File: config.mk
export PLATFORM = sky130hd
export DESIGN_NAME = cond_flag_unit
export DESIGN_NICKNAME = d
export VERILOG_FILES = /design/src/rtl/cond_flag_unit_pkg.sv /design/src/rtl/cond_flag_calc.sv /design/src/rtl/cond_flag_unit.sv
export SDC_FILE = /design/constraint.sdc
export NUM_CORES = 1
export LEC_CHECK = 0
export CORE_MARGIN = 2
export CORE_UTILIZATION = 30
export CTS_CLUSTER_DIAMETER = 80
export CTS_CLUSTER_SIZE = 28
export DETAILED_ROUTE_END_ITERATION = 10
export DONT_BUFFER_PORTS = 1
export MAX_ROUTING_LAYER = met4
export REMOVE_ABC_BUFFERS = 1
export SLEW_MARGIN = 15
export SYNTH_ARGS = -nofsm -noshare
export SYNTH_HDL_FRONTEND = slang
export SYNTH_SLANG_ARGS = --single-unit
File: constraint.sdc
create_clock -name clk -period 4.1 [get_ports clk]
set_clock_uncertainty 0.1 [all_clocks]
set_input_delay 0.82 -clock clk [delete_from_list [all_inputs] [get_ports clk]]
set_output_delay 0.82 -clock clk [all_outputs]
set_load 0.05 [all_outputs]
File: src/rtl/cond_flag_unit_pkg.sv
// Shared types for the condition/flag unit: condition codes, the flag
// register layout and the condition evaluation function.
package cond_pkg;

    localparam int FLAG_W = 5;

    // Destination condition codes. cond_code[4]=1 selects the test-bit group.
    // In that group, 0x10 means "T set" and 0x11 means "T clear".
    typedef enum logic [4:0] {
        CC_EQ   = 5'h00,
        CC_NE   = 5'h01,
        CC_CS   = 5'h02,
        CC_CC   = 5'h03,
        CC_MI   = 5'h04,
        CC_PL   = 5'h05,
        CC_VS   = 5'h06,
        CC_VC   = 5'h07,
        CC_HI   = 5'h08,
        CC_LS   = 5'h09,
        CC_GE   = 5'h0A,
        CC_LT   = 5'h0B,
        CC_GT   = 5'h0C,
        CC_LE   = 5'h0D,
        CC_AL   = 5'h0E,
        CC_NV   = 5'h0F,
        CC_TEST = 5'h10
    } cond_e;

    // Flag register layout, MSB first: {T,N,Z,V,C}.
    typedef struct packed {
        logic t;
        logic n;
        logic z;
        logic v;
        logic c;
    } flags_t;

    // Evaluate a condition code against a flag set. Reserved codes are not taken.
    function automatic logic eval_cond(flags_t f, logic [4:0] code);
        logic r;
        r = 1'b0;
        if (!code[4]) begin
            case (code)
                CC_EQ:   r = f.z;
                CC_NE:   r = ~f.z;
                CC_CS:   r = f.c;
                CC_CC:   r = ~f.c;
                CC_MI:   r = f.n;
                CC_PL:   r = ~f.n;
                CC_VS:   r = f.v;
                CC_VC:   r = ~f.v;
                CC_HI:   r = f.c & ~f.z;
                CC_LS:   r = ~f.c | f.z;
                CC_GE:   r = (f.n == f.v);
                CC_LT:   r = (f.n != f.v);
                CC_GT:   r = ~f.z & (f.n == f.v);
                CC_LE:   r = f.z | (f.n != f.v);
                CC_AL:   r = 1'b1;
                default: r = 1'b0;
            endcase
        end else if (code[3:1] == 3'b000) begin
            r = f.t ^ code[0];
        end
        return r;
    endfunction

endpackage

File: src/rtl/cond_flag_calc.sv
// Combinational next-flag computation and signed overflow of the current op.
module cond_flag_calc
    import cond_pkg::*;
#(
    parameter int DATA_W = 16
) (
    input  flags_t            flagsCur,
    input  logic              update,
    input  logic              aluIsSum,
    input  logic              aluCarry,
    input  logic [DATA_W-1:0] aluA,
    input  logic [DATA_W-1:0] aluB,
    input  logic [DATA_W-1:0] aluResult,
    output flags_t            flagsNext,
    output logic              vOut
);

    localparam int MSB = DATA_W - 1;

    // Overflow: operands share a sign and the result sign differs from it.
    assign vOut = aluIsSum & (aluA[MSB] == aluB[MSB]) & (aluResult[MSB] != aluA[MSB]);

    // Next flags: hold unless updated. Non-sum ops clear V and keep C.
    always_comb begin
        flagsNext = flagsCur;
        if (update) begin
            flagsNext.t = aluA[0];
            flagsNext.n = aluResult[MSB];
            flagsNext.z = (aluResult == '0);
            if (aluIsSum) begin
                flagsNext.v = vOut;
                flagsNext.c = aluCarry;
            end else begin
                flagsNext.v = 1'b0;
            end
        end
    end

endmodule

File: src/rtl/cond_flag_unit.sv
// Flag register plus registered condition evaluation behind a valid/ready
// handshake.
//
// Handshake: a transfer happens on any rising edge where valid and ready are
// both high. The producer holds valid and its payload stable until that edge.
// On the input side, cond_ready does not depend on out_valid going low first:
// a pending result drained this cycle frees the slot for a new request in the
// same cycle. While out_valid is high and out_ready is low, the result is held.
module cond_flag_unit
    import cond_pkg::*;
#(
    parameter int DATA_W = 16,
    parameter bit FWD    = 1'b1
) (
    input  logic              clk,
    input  logic              rst,
    input  logic              alu_valid,
    input  logic              flag_we,
    input  logic              alu_is_sum,
    input  logic              alu_carry,
    input  logic [DATA_W-1:0] alu_a,
    input  logic [DATA_W-1:0] alu_b,
    input  logic [DATA_W-1:0] alu_result,
    output logic              v_out,
    input  logic              cond_valid,
    input  logic [4:0]        cond_code,
    output logic              cond_ready,
    output logic              out_valid,
    input  logic              out_ready,
    output logic              cond_taken,
    output logic [4:0]        flags_q
);

    flags_t flagsReg;
    flags_t flagsNext;
    flags_t evalFlags;
    logic   flagUpdate;
    logic   stall;
    logic   accept;
    logic   outValidReg;
    logic   takenReg;

    assign flagUpdate = alu_valid & flag_we;

    cond_flag_calc #(
        .DATA_W(DATA_W)
    ) u_calc (
        .flagsCur (flagsReg),
        .update   (flagUpdate),
        .aluIsSum (alu_is_sum),
        .aluCarry (alu_carry),
        .aluA     (alu_a),
        .aluB     (alu_b),
        .aluResult(alu_result),
        .flagsNext(flagsNext),
        .vOut     (v_out)
    );

    // Without forwarding, a request that collides with a flag update waits a cycle.
    assign stall      = !FWD && flagUpdate && cond_valid;
    assign cond_ready = (~outValidReg | out_ready) & ~stall;
    assign accept     = cond_valid & cond_ready;

    // With forwarding, evaluate against the flags that will be stored this edge.
    assign evalFlags  = FWD ? flagsNext : flagsReg;

    // Flag register: updates regardless of output backpressure.
    always_ff @(posedge clk or posedge rst) begin
        if (rst) begin
            flagsReg <= '0;
        end else begin
            flagsReg <= flagsNext;
        end
    end

    // Output register: load on accept, drop valid after a drain with no refill.
    always_ff @(posedge clk or posedge rst) begin
        if (rst) begin
            outValidReg <= 1'b0;
            takenReg    <= 1'b0;
        end else if (accept) begin
            outValidReg <= 1'b1;
            takenReg    <= eval_cond(evalFlags, cond_code);
        end else if (out_ready) begin
            outValidReg <= 1'b0;
        end
    end

    assign out_valid  = outValidReg;
    assign cond_taken = takenReg;
    assign flags_q    = flagsReg;

endmodule
==> results.json, run 1 <==
{
  "status": "finished clean",
  "seqPwrFrac_pct": 49.8,
  "regArea_sq_um": 175,
  "drc": 0,
  "routabilityCongestion": 0.752,
  "avgSynthCellArea_sq_um": 9.05,
  "stdcell_area_sq_um": 688,
  "pwr-share-comb_pct": 21.3,
  "post_cts_buffers": 0,
  "yosys.area.top_type": "dfrtp_1",
  "yosysTopAreaCellShare_pct": 26.9,
  "hold_buffers": 0,
  "drtIter0Drc": 13,
  "placed_cell_area_sq_um": 662,
  "insertedDiodeCount": 0,
  "fin_nets": 135,
  "synth.top_cells.by_area": "dfrtp_1 (27%), nand4bb_1 (6.9%), nand2_1 (5.2%)",
  "finalSetupViolCount": 0,
  "fillers": 215,
  "vias_per_cell": 5.93,
  "multi_input_area_sq_um": 449,
  "io_buffer_count": 0,
  "post-route-period-util_pct": 56.2,
  "ys_seq_elements": 7,
  "ys_seq_area_share_pct": 26.9,
  "max_slew_margin_pct": 60.9,
  "grt_pass1_wl_mm": 2.25,
  "cts_tree": "done",
  "synth_cell_type_count": 37,
  "drt-wirelength-per-cell_um": 15.6,
  "tns_ns": 0,
  "syn_area_sq_um": 652,
  "yosys_warnings": 0,
  "p_switching_uw": 88.9,
  "grt_antenna_before_repair": 0,
  "post-route-worst-setup-slack_ns": 1.80,
  "fmax_mhz": 434,
  "syn_inst": 72,
  "drv_slew": 0,
  "die_y_um": 50.6,
  "slowest_stage": "nand2_1",
  "overflow": 0,
  "cts_root_buf": "clkbuf_4",
  "criticalPathCategory": "input port to primary output",
  "core_area_sq_um": 2000,
  "finalHoldViolCount": 0,
  "die_w_um": 50.6,
  "critical_path.top_delay_family": "simple AND/OR/NAND/NOR gates",
  "path_max_fanout": 4,
  "numCtsBuffers": 3,
  "slowest_delay_ns": 0.37,
  "grt_util_all_layers_pct": 12.1,
  "worstSetupEndpointType": "primary output",
  "worstHoldPathType": "input port to async pin",
  "antenna_left": 0,
  "vdd_ir_drop_max_mv": 0.154,
  "pin_count": 70,
  "syn_to_final_growth_pct": 5.57,
  "post-place-ws_ns": 1.79,
  "cp_data_required_time_ns": 3.18,
  "drt_wl_total_mm": 1.56,
  "vias": 593,
  "clock_latency_ns": 0.25,
  "worstPathCellList": "nand4bb_1, nand2_1",
  "pwr-share-clk_pct": 28.9,
  "clk_path_buf_depth": 2,
  "critPathLaunchType": "input port",
  "arrival_ns": 1.38,
  "h-tree-depth": 1,
  "final_layout_size_suffix_gt1_share_pct": 17.8,
  "cap_violations": 0,
  "worstMarginPinSlew_ns": 0.586,
  "grt_max_degree": 12,
  "period_needed_ns": 2.30,
  "rsz0062_at_grt": "no",
  "clk_pin_slew_worst_paths_ns": 0.06,
  "hpwl_mm": 1.26,
  "cts-resized-gates": 0,
  "grt_pass1_vias": 568,
  "firstDrtPassIters": 4,
  "final_util_pct": 34.4,
  "power.density_nw_per_um2": 327,
  "rows": 16,
  "dieArea_sq_um": 2560,
  "leakage_uw": 0.000245,
  "clock-sinks": 7,
  "initial_core_util_pct": 32.6,
  "p_int_uw": 136,
  "crit_buf_inv": 0,
  "p_sw_share_pct": 39.5
}
-- through the flow --
stage | hold WS (ns) | total power [uW] | instances
final | 0.284 | 225 | 100
after floorplan | 0.523 | 154 | 69
after CTS | 0.288 | 227 | 100
after detailed placement | 0.562 | 162 | 96
after global placement | 0.564 | 161 | 96
after global routing | 0.298 | 237 | 100
-- registers in the layout (all words and copies together), names as in the netlist --
name,cells
out_valid,1
flags_q,5
cond_taken,1
-- layout by cell type (no fill, tap or decap), types with 2 or more instances in the layout --
master and count:
nand2_1 9, dfrtp_1 7, a21oi_1 6, nor4_1 5, nand3_1 4, nand4bb_1 4
xor2_1 3, nor2_1 3, clkbuf_4 3, nand4b_1 2, mux2_2 2
-- power by group through the flow --
stage,Sequential [uW],Clock [uW],Combinational (uW)
after detailed placement,114,0,48.2
after global placement,113,0,47.4
after CTS,112,66.2,48.5
after global routing,113,71.0,52.9
final,112,65.1,48.0
after floorplan,112,0,41.9
-- cell usage after synthesis --
| library cell | instances |
|---|---|
| o211ai_1 | 1 |
| dfrtp_1 | 7 |
| mux2_4 | 1 |
| mux2_2 | 2 |
| nor4b_1 | 1 |
| nor2_1 | 3 |
| a41oi_2 | 1 |
| or2b_2 | 1 |
| and4b_2 | 1 |
| a21oi_1 | 6 |
| nand4b_1 | 2 |
| nor4_1 | 5 |
| a21o_1 | 1 |
| buf_6 | 1 |
| or4_4 | 1 |
| a22oi_1 | 1 |
| nand2_2 | 1 |
| o21ai_0 | 1 |
| clkbuf_4 | 1 |
| nand2_1 | 9 |
| or2b_1 | 1 |
| nor3b_1 | 1 |
| nand2b_2 | 1 |
| o31ai_1 | 1 |
| a31oi_1 | 1 |
| nand2b_1 | 1 |
| mux2i_1 | 1 |
| xor2_1 | 3 |
| inv_1 | 1 |
| nor3_1 | 1 |
| o31ai_4 | 1 |
| o21a_1 | 1 |
| buf_2 | 1 |
| xnor2_1 | 1 |
| nand4bb_1 | 4 |
| nand3_1 | 4 |
| nor4bb_1 | 1 |
-- final timing paths --
check                           start          to  slack, ns  cells after the start
hold reg to reg            flags_q[1]  flags_q[1]       0.77                      2
setup / recovery            alu_a[15]       v_out       1.80                      2
min in group clk           cond_valid   out_valid       0.57                      1
hold / removal                    rst  flags_q[3]       0.28                      1
setup reg to reg            out_valid  cond_taken       2.18                      5
max in group asynchronous         rst  cond_taken       3.40                      1
-- metal layers --
| metal | track usage [%] | up-vias | wire, um |
|---|---|---|---|
| li1 | - | 282 | - |
| met1 | 12.0 | 277 | 625 |
| met2 | 21.1 | 28 | 771 |
| met3 | 2.68 | 6 | 118 |
| met4 | 8.56 | 0 | 40 |
| met5 | - | - | 0 |
-- layout make-up --
class,count,share of cell area [%]
sequential,7,25.5
clock buffer,4,3.82
inverter,1,0.545
tap,27,4.91
multi-input combinational,61,65.3
-- kinds of logic (layout without fill, tap and decap cells) --
| group | count (synthesis) | in the layout | share of synthesized area (%) |
|---|---|---|---|
| muxes | 4 | 4 | 7.29 |
| DFF | 7 | 7 | 26.9 |
| xor gates and xnor gates | 4 | 4 | 5.38 |
| buffers and inverters | 4 | 5 | 4.22 |
| AOI/OAI and AO/OA | 15 | 15 | 17.9 |
| and+or+nand+nor | 38 | 38 | 38.4 |
(Power assumes the default switching activity.)
==> run 2: changes to the inputs <==
==> constraint.sdc (replaced) <==
create_clock -name clk -period 2.25 [get_ports clk]
set_clock_uncertainty 0.1 [all_clocks]
set_input_delay 0.45 -clock clk [delete_from_list [all_inputs] [get_ports clk]]
set_output_delay 0.45 -clock clk [all_outputs]
set_load 0.05 [all_outputs]
==> run 2 against run 1 <==
Routed wire length grew 0.51%. Die area is the same. Largest power group unchanged. Critical path depth grew 4. Clock power grew 81%. Via count shrank 1.5%. Final area grew 5.8%. Final cell count grew 5.0%. Core utilization grew 2.0 points. Setup slack lost 1.3 ns. First-iteration DRC count shrank 62%.
==> results.json, run 2 (synthesis gave the netlist of run 1 again) <==
{
  "insertedDiodeCount": 0,
  "clk_path_buf_depth": 2,
  "die_y_um": 50.6,
  "grt_pass1_wl_mm": 2.62,
  "slowest_delay_ns": 0.67,
  "clk_pin_slew_worst_paths_ns": 0.06,
  "status": "finished clean",
  "startpoint": "flags_q[3]",
  "drv_slew": 0,
  "syn_to_final_growth_pct": 11.7,
  "numCtsBuffers": 3,
  "io_buffer_count": 0,
  "overflow": 0,
  "multi_input_area_sq_um": 449,
  "path_max_fanout": 3,
  "hp-start": "cond_valid",
  "max_slew_margin_pct": 62.8,
  "drtIter0Drc": 5,
  "fillers": 208,
  "leakage_uw": 0.000269,
  "vias_per_cell": 5.56,
  "drc": 0,
  "cp_data_required_time_ns": 2.32,
  "finalNonFillerCells": 105,
  "critPathLaunchType": "flip-flop",
  "grt_antenna_before_repair": 0,
  "hpwl_mm": 1.27,
  "slowest_stage": "dfrtp_1",
  "pin_count": 70,
  "dieArea_sq_um": 2560,
  "clock_latency_ns": 0.25,
  "rsz0062_at_grt": "no",
  "largest_reg_flops": 5,
  "critical_path.top_delay_family": "flip-flops",
  "initial_core_util_pct": 32.6,
  "drt_wl_total_mm": 1.56,
  "dpl.cell_count": 100,
  "cts_tree": "done",
  "cts-resized-gates": 0,
  "core_area_sq_um": 2000,
  "cap_violations": 0,
  "period_needed_ns": 1.77,
  "layout_commonest_cell": "nand2_1",
  "r2r_start": "flags_q[3]",
  "antenna_left": 0,
  "worstMarginPinSlew_ns": 0.553,
  "post-route-period-util_pct": 78.6,
  "cts_root_buf": "clkbuf_4",
  "criticalPathCategory": "flip-flop to flip-flop",
  "worstPathCellList": "xor2_1, nand2_1, o31ai_1, a21oi_1, o21a_1, a41oi_2",
  "post_cts_buffers": 0,
  "drt-wirelength-per-cell_um": 14.9,
  "crit_buf_inv": 0,
  "fmax_mhz": 565,
  "final_layout_size_suffix_gt1_share_pct": 21.8,
  "grt_max_degree": 12,
  "worstSetupEndpointType": "flip-flop",
  "die_w_um": 50.6,
  "arrival_ns": 1.84,
  "fin_nets": 140,
  "clock-sinks": 7,
  "firstDrtPassIters": 4,
  "finalSetupViolCount": 0,
  "regArea_sq_um": 175,
  "grt_util_all_layers_pct": 14.0,
  "finalHoldViolCount": 0,
  "routabilityCongestion": 0.744,
  "tns_ns": 0,
  "grt_pass1_vias": 572,
  "vias": 584,
  "rows": 16,
  "vdd_ir_drop_max_mv": 0.202,
  "layout_common_cells": "nand2_1 (9), dfrtp_1 (7), a21oi_1 (6)",
  "hold_buffers": 1,
  "power.density_nw_per_um2": 585,
  "h-tree-depth": 1,
  "worstHoldPathType": "input port to flip-flop"
}
## run 2: report_power, final
part	switching, uW	internal (uW)
Sequential	32.9	140
Combinational	81.8	53.3
Clock	50.1	67.9
Total	165	261
## run 2: layer usage
metal / track usage [%] / vias to the layer above / wire, um
met3: 2.68 / 0 / 90
met5: - / - / 0
met4: 8.11 / 0 / 0
met2: 23.2 / 21 / 804
li1: - / 286 / -
met1: 15.6 / 277 / 669
## run 2: worst register-to-register path, stage by stage, from the launching register on
cell and delay (ns):
dfrtp_1 0.67, xor2_1 0.18, nand2_1 0.07, o31ai_1 0.16
a21oi_1 0.14, o21a_1 0.20, a41oi_2 0.17
## run 2: worst paths after layout
path / end / slack, ns / cells after the start
worst max-delay path: cond_taken / 0.48 / 6
worst min-delay path: out_valid / 0.21 / 1
worst max register to register: cond_taken / 0.48 / 6
worst min register to register: flags_q[4] / 0.44 / 1
max in group asynchronous: flags_q[3] / 1.36 / 2
min in group asynchronous: cond_taken / 0.47 / 2
## run 2: layout make-up
cell class / instances / share of cell area, %
clock buffer: 4 / 3.61
inverter: 1 / 0.515
multi-input combinational: 61 / 61.7
sequential: 7 / 24.1
tap: 27 / 4.64
timing repair buffer: 5 / 5.50
## run 2: stage by stage
step | cell area (sq um) | util [%] | hold slack, ns | worst slack, ns | total power (uW)
5_1_grt | 728 | 36.4 | 0.200 | 0.366 | 451
6_report | 728 | 36.4 | 0.205 | 0.481 | 426
3_3_place_gp | 692 | 34.6 | 0.191 | 0.343 | 307
4_1_cts | 728 | 36.4 | 0.206 | 0.465 | 429
3_5_place_dp | 692 | 34.6 | 0.195 | 0.327 | 310
2_1_floorplan | 628 | - | 0.153 | 0.420 | 280
==> run 3: changes to the inputs <==
==> constraint.sdc (replaced) <==
create_clock -name clk -period 1.6 [get_ports clk]
set_clock_uncertainty 0.1 [all_clocks]
set_input_delay 0.32 -clock clk [delete_from_list [all_inputs] [get_ports clk]]
set_output_delay 0.32 -clock clk [all_outputs]
set_load 0.05 [all_outputs]
==> run 3 against run 2 <==
Final cell count up 8.6%. Total power up 48%. Routed wire length up 14%. Global-route usage down 0.25 points. Setup slack worse by 0.43 ns. Largest cell class unchanged. Fmax up 14%. Core utilization up 4.1 points. Final area up 11%.
==> results.json, run 3 (synthesis gave the netlist of run 1 again) <==
{
  "status": "finished clean",
  "vdd_ir_drop_max_mv": 0.321,
  "grt_pass1_wl_mm": 2.56,
  "die_y_um": 50.6,
  "post-route-period-util_pct": 96.7,
  "dieArea_sq_um": 2560,
  "drtIter0Drc": 4,
  "slowest_stage": "dfrtp_1",
  "drv_slew": 0,
  "fin_nets": 149,
  "hpwl_mm": 1.34,
  "max_slew_margin_pct": 66.7,
  "reg2reg_depth": 5,
  "finalSetupViolCount": 0,
  "cp_data_required_time_ns": 1.62,
  "worstHoldPathType": "input port to flip-flop",
  "h-tree-depth": 1,
  "leakage_uw": 0.000314,
  "antenna_left": 0,
  "startpoint": "flags_q[4]",
  "power.density_nw_per_um2": 776,
  "layout_common_cells": "buf_4 (13), nand2_1 (9), dfrtp_1 (7)",
  "cts_tree": "done",
  "finalHoldViolCount": 0,
  "r2r_start": "flags_q[4]",
  "rows": 16,
  "firstDrtPassIters": 2,
  "overflow": 0,
  "period_needed_ns": 1.55,
  "worstSetupPathDepth": 5,
  "drc": 0,
  "critical_path.top_delay_family": "flip-flops",
  "arrival_ns": 1.57,
  "insertedDiodeCount": 0,
  "drt-wirelength-per-cell_um": 15.6,
  "post_cts_buffers": 0,
  "cts_root_buf": "clkbuf_4",
  "path_max_fanout": 2,
  "worstPathCellList": "mux2_2, xor2_1, a21oi_1, and4b_2, a41oi_2",
  "clock-sinks": 7,
  "initial_core_util_pct": 32.6,
  "finalNonFillerCells": 114,
  "routabilityCongestion": 0.714,
  "die_w_um": 50.6,
  "grt_util_all_layers_pct": 13.8,
  "final_layout_size_suffix_gt1_share_pct": 33.3,
  "pin_count": 70,
  "layout_commonest_cell": "buf_4",
  "critPathLaunchType": "flip-flop",
  "dpl.cell_count": 109,
  "power.total_uw": 629,
  "clk_path_buf_depth": 2,
  "fmax_mhz": 647,
  "r2r_end": "cond_taken",
  "grt_antenna_before_repair": 0,
  "cap_violations": 0,
  "grt_pass1_vias": 594,
  "crit_buf_inv": 0,
  "worstMarginPinSlew_ns": 0.500,
  "clk_pin_slew_worst_paths_ns": 0.05,
  "drt_wl_total_mm": 1.78,
  "slowest_delay_ns": 0.37,
  "criticalPathCategory": "flip-flop to flip-flop",
  "vias_per_cell": 5.49,
  "rrSetupSlack_ns": 0.05,
  "final_util_pct": 40.5,
  "largest_reg_flops": 5,
  "core_area_sq_um": 2000,
  "syn_to_final_growth_pct": 24.4,
  "io_buffer_count": 0,
  "crit_end": "cond_taken",
  "numCtsBuffers": 3,
  "grt_max_degree": 12,
  "worstSetupEndpointType": "flip-flop",
  "vias": 626,
  "rsz0062_at_grt": "no",
  "clock_latency_ns": 0.26
}
==> run 3: what timing repair did <==
action	4_1_cts	5_1_grt
gates resized for setup	0	4
hold buffers	1	0
endpoints found under the setup margin	0	1
endpoints found under the hold margin	7	0
==> run 3: worst min path at each step <==
stage / startpoint / endpoint / slack [ns] / cells past startpoint
after floorplan: rst / cond_taken / 0.02 / 1
after global placement: rst / flags_q[4] / 0.06 / 1
after detailed placement: rst / flags_q[4] / 0.06 / 1
after CTS: cond_valid / out_valid / 0.07 / 1
after global routing: cond_valid / out_valid / 0.07 / 1
final: cond_valid / out_valid / 0.07 / 1
==> run 3: power by group <==
| part | internal (uW) | total [uW] | switching [uW] |
|---|---|---|---|
| clock | 95.6 | 167 | 71.6 |
| sequential | 198 | 229 | 31.1 |
| combinational | 97.8 | 233 | 136 |
| total | 391 | 629 | 238 |
==> run 3: metal layers <==
metal | wire [um] | global-route usage, %
met5 | 0 | -
met4 | 51 | 8.11
met3 | 110 | 3.27
met2 | 928 | 24.3
met1 | 687 | 13.7
==> run 3: layout make-up <==
type | instances | area, sq um
well taps | 27 | 33.8
clock buffers | 4 | 26.3
inverters | 1 | 3.75
fillers | 206 | 1190
repair buffers | 14 | 108
flip-flops and latches | 7 | 175
multi-input cells | 61 | 464
==> run 3: metrics by stage <==
step                hold WS [ns]  worst slack [ns]  setup TNS (ns)  instance area (sq um)
floorplan                 0.0234            -0.230          -0.230                    628
global placement          0.0620            -0.184          -0.184                    759
detailed placement        0.0607            -0.207          -0.207                    759
CTS                       0.0694            0.0355               0                    796
global route              0.0673          0.000879               0                    811
finish                    0.0735            0.0533               0                    811
==> patch: new RTL, config.mk and constraints of run 2 <==
`DATA_W` is set to 16 in 2 places; all go to 14.
--- a/src/rtl/cond_flag_calc.sv
+++ b/src/rtl/cond_flag_calc.sv
@@ -2,7 +2,7 @@
 module cond_flag_calc
     import cond_pkg::*;
 #(
-    parameter int DATA_W = 16
+    parameter int DATA_W = 14
 ) (
     input  flags_t            flagsCur,
     input  logic              update,
--- a/src/rtl/cond_flag_unit.sv
+++ b/src/rtl/cond_flag_unit.sv
@@ -9,7 +9,7 @@
 module cond_flag_unit
     import cond_pkg::*;
 #(
-    parameter int DATA_W = 16,
+    parameter int DATA_W = 14,
     parameter bit FWD    = 1'b1
 ) (
     input  logic              clk,
Interface: changed (resized alu_a, alu_b and alu_result); port bits go from 70 to 64. No check against the original RTL was run, so the function may have changed too.
==> patch against run 2 <==
  * Via count up 11%
  * Cell area increased by 2.7%
  * Routed wire length rose by 8.7%
  * Register-to-register slack worse by 0.02 ns
  * Synthesized area fell by 3.5%
  * Sequential cell count is the same
  * Setup slack got worse by 0.043 ns
  * Maximum frequency down 2.4%
  * Total power is 1.8% lower
  * Critical path type is now in2reg
  * Largest power group unchanged
  * Highest routed layer unchanged
==> patch: results (changes against run 2) <==
{| class="wikitable"
! Metric !! Value
|-
| Run status || finished clean
|-
| Share of layout cells above drive strength 1 || 0.1954 (-0.02255)
|-
| Initial DRC count || 14 (+9)
|-
| Number of global-route vias before repair || 606 (+5.9%)
|-
| Slowest cell delay on critical path || 0.47 ns (-0.20 ns)
|-
| Placed cell count || 109 (+9.0%)
|-
| Final-stage net count || 143 (+2.1%)
|-
| Cell variety after synth || 36 (-2.7%)
|-
| Wl on met1 || 722 µm (+7.9%)
|-
| Max rail drop VDD || 0.3698 mV (+83%)
|-
| Final Wtd Congestion || 0.7970 (+7.2%)
|-
| Per-cell routed wire length || 14.91 µm (+0.11%)
|-
| Non-clock buffers, area share || 0.09365 (+0.03866)
|-
| Mux cell area share after synthesis || 0.03181 (-0.04113)
|-
| Placed Area || 711.9 µm² (+2.9%)
|-
| Detail Route met3 WL || 134 µm (+49%)
|-
| Number of fillers in the final layout || 219 (+5.3%)
|-
| Met3 track demand over resource || 0.05152 (+0.02473)
|-
| Post-synthesis instance total || 75 (+4.2%)
|-
| Total number of vias || 649 (+11%)
|-
| Xor and xnor fraction of the mapped netlist area || 0.02783 (-0.02591)
|-
| Worst-margin pin slew || 0.4598 ns (-0.09330 ns)
|-
| Routed wl met2 || 843 µm (+4.9%)
|-
| Multi-input combinational cell area || 416.7 µm² (-7.2%)
|-
| Proportion of cell area spent on the clock network || 0.03512 (-0.0009655)
|-
| HPWL reported at the end of detailed placement || 1387 µm (+8.8%)
|-
| Top cells by area, synth || sky130_fd_sc_hd__dfrtp_1, sky130_fd_sc_hd__inv_1, sky130_fd_sc_hd__a31oi_1
|-
| Number of buffers other than clock buffers in the final layout || 9 (+4)
|-
| Post-route insts no fill || 114 (+8.6%)
|-
| Met2 track demand over resource || 0.2489 (+0.01643)
|-
| Cell with the largest stage delay on the worst path || sky130_fd_sc_hd__a2111oi_0
|-
| Top cell types by occurrence after synthesis || sky130_fd_sc_hd__dfrtp_1, sky130_fd_sc_hd__inv_1, sky130_fd_sc_hd__nand2_1, sky130_fd_sc_hd__a31oi_1, sky130_fd_sc_hd__o21ai_0
|-
| Final design area excluding fillers || 748.2 µm² (+2.7%)
|-
| Total routing usage reported by global routing || 0.1426 (+0.002551)
|}
[patch: cells by family (layout without fill, tap and decap cells)]
kind of cell	Yosys count	after routing
flops	7	7
compound gates	19	19
mux	2	2
buf+inv	8	20
simple gates	37	37
xor+xnor	2	2
[patch: power by group]
part,internal [W],leakage [nW],switching (W)
Clock,0.0000678,0.0150,0.0000483
Sequential,0.000140,0.0848,0.0000206
Combinational,0.0000506,0.230,0.0000912
Total,0.000258,0.330,0.000160
[patch: worst paths after layout]
| check | from | to | slack [ns] | cells past startpoint |
|---|---|---|---|---|
| worst max-delay path | alu_a[13] | cond_taken | 0.44 | 6 |
| worst min-delay path | cond_valid | out_valid | 0.21 | 1 |
| worst max register to register | flags_q[1] | cond_taken | 0.46 | 5 |
| worst min register to register | flags_q[4] | flags_q[4] | 0.45 | 2 |
| max in group asynchronous | rst | flags_q[1] | 1.34 | 2 |
| min in group asynchronous | rst | cond_taken | 0.48 | 2 |
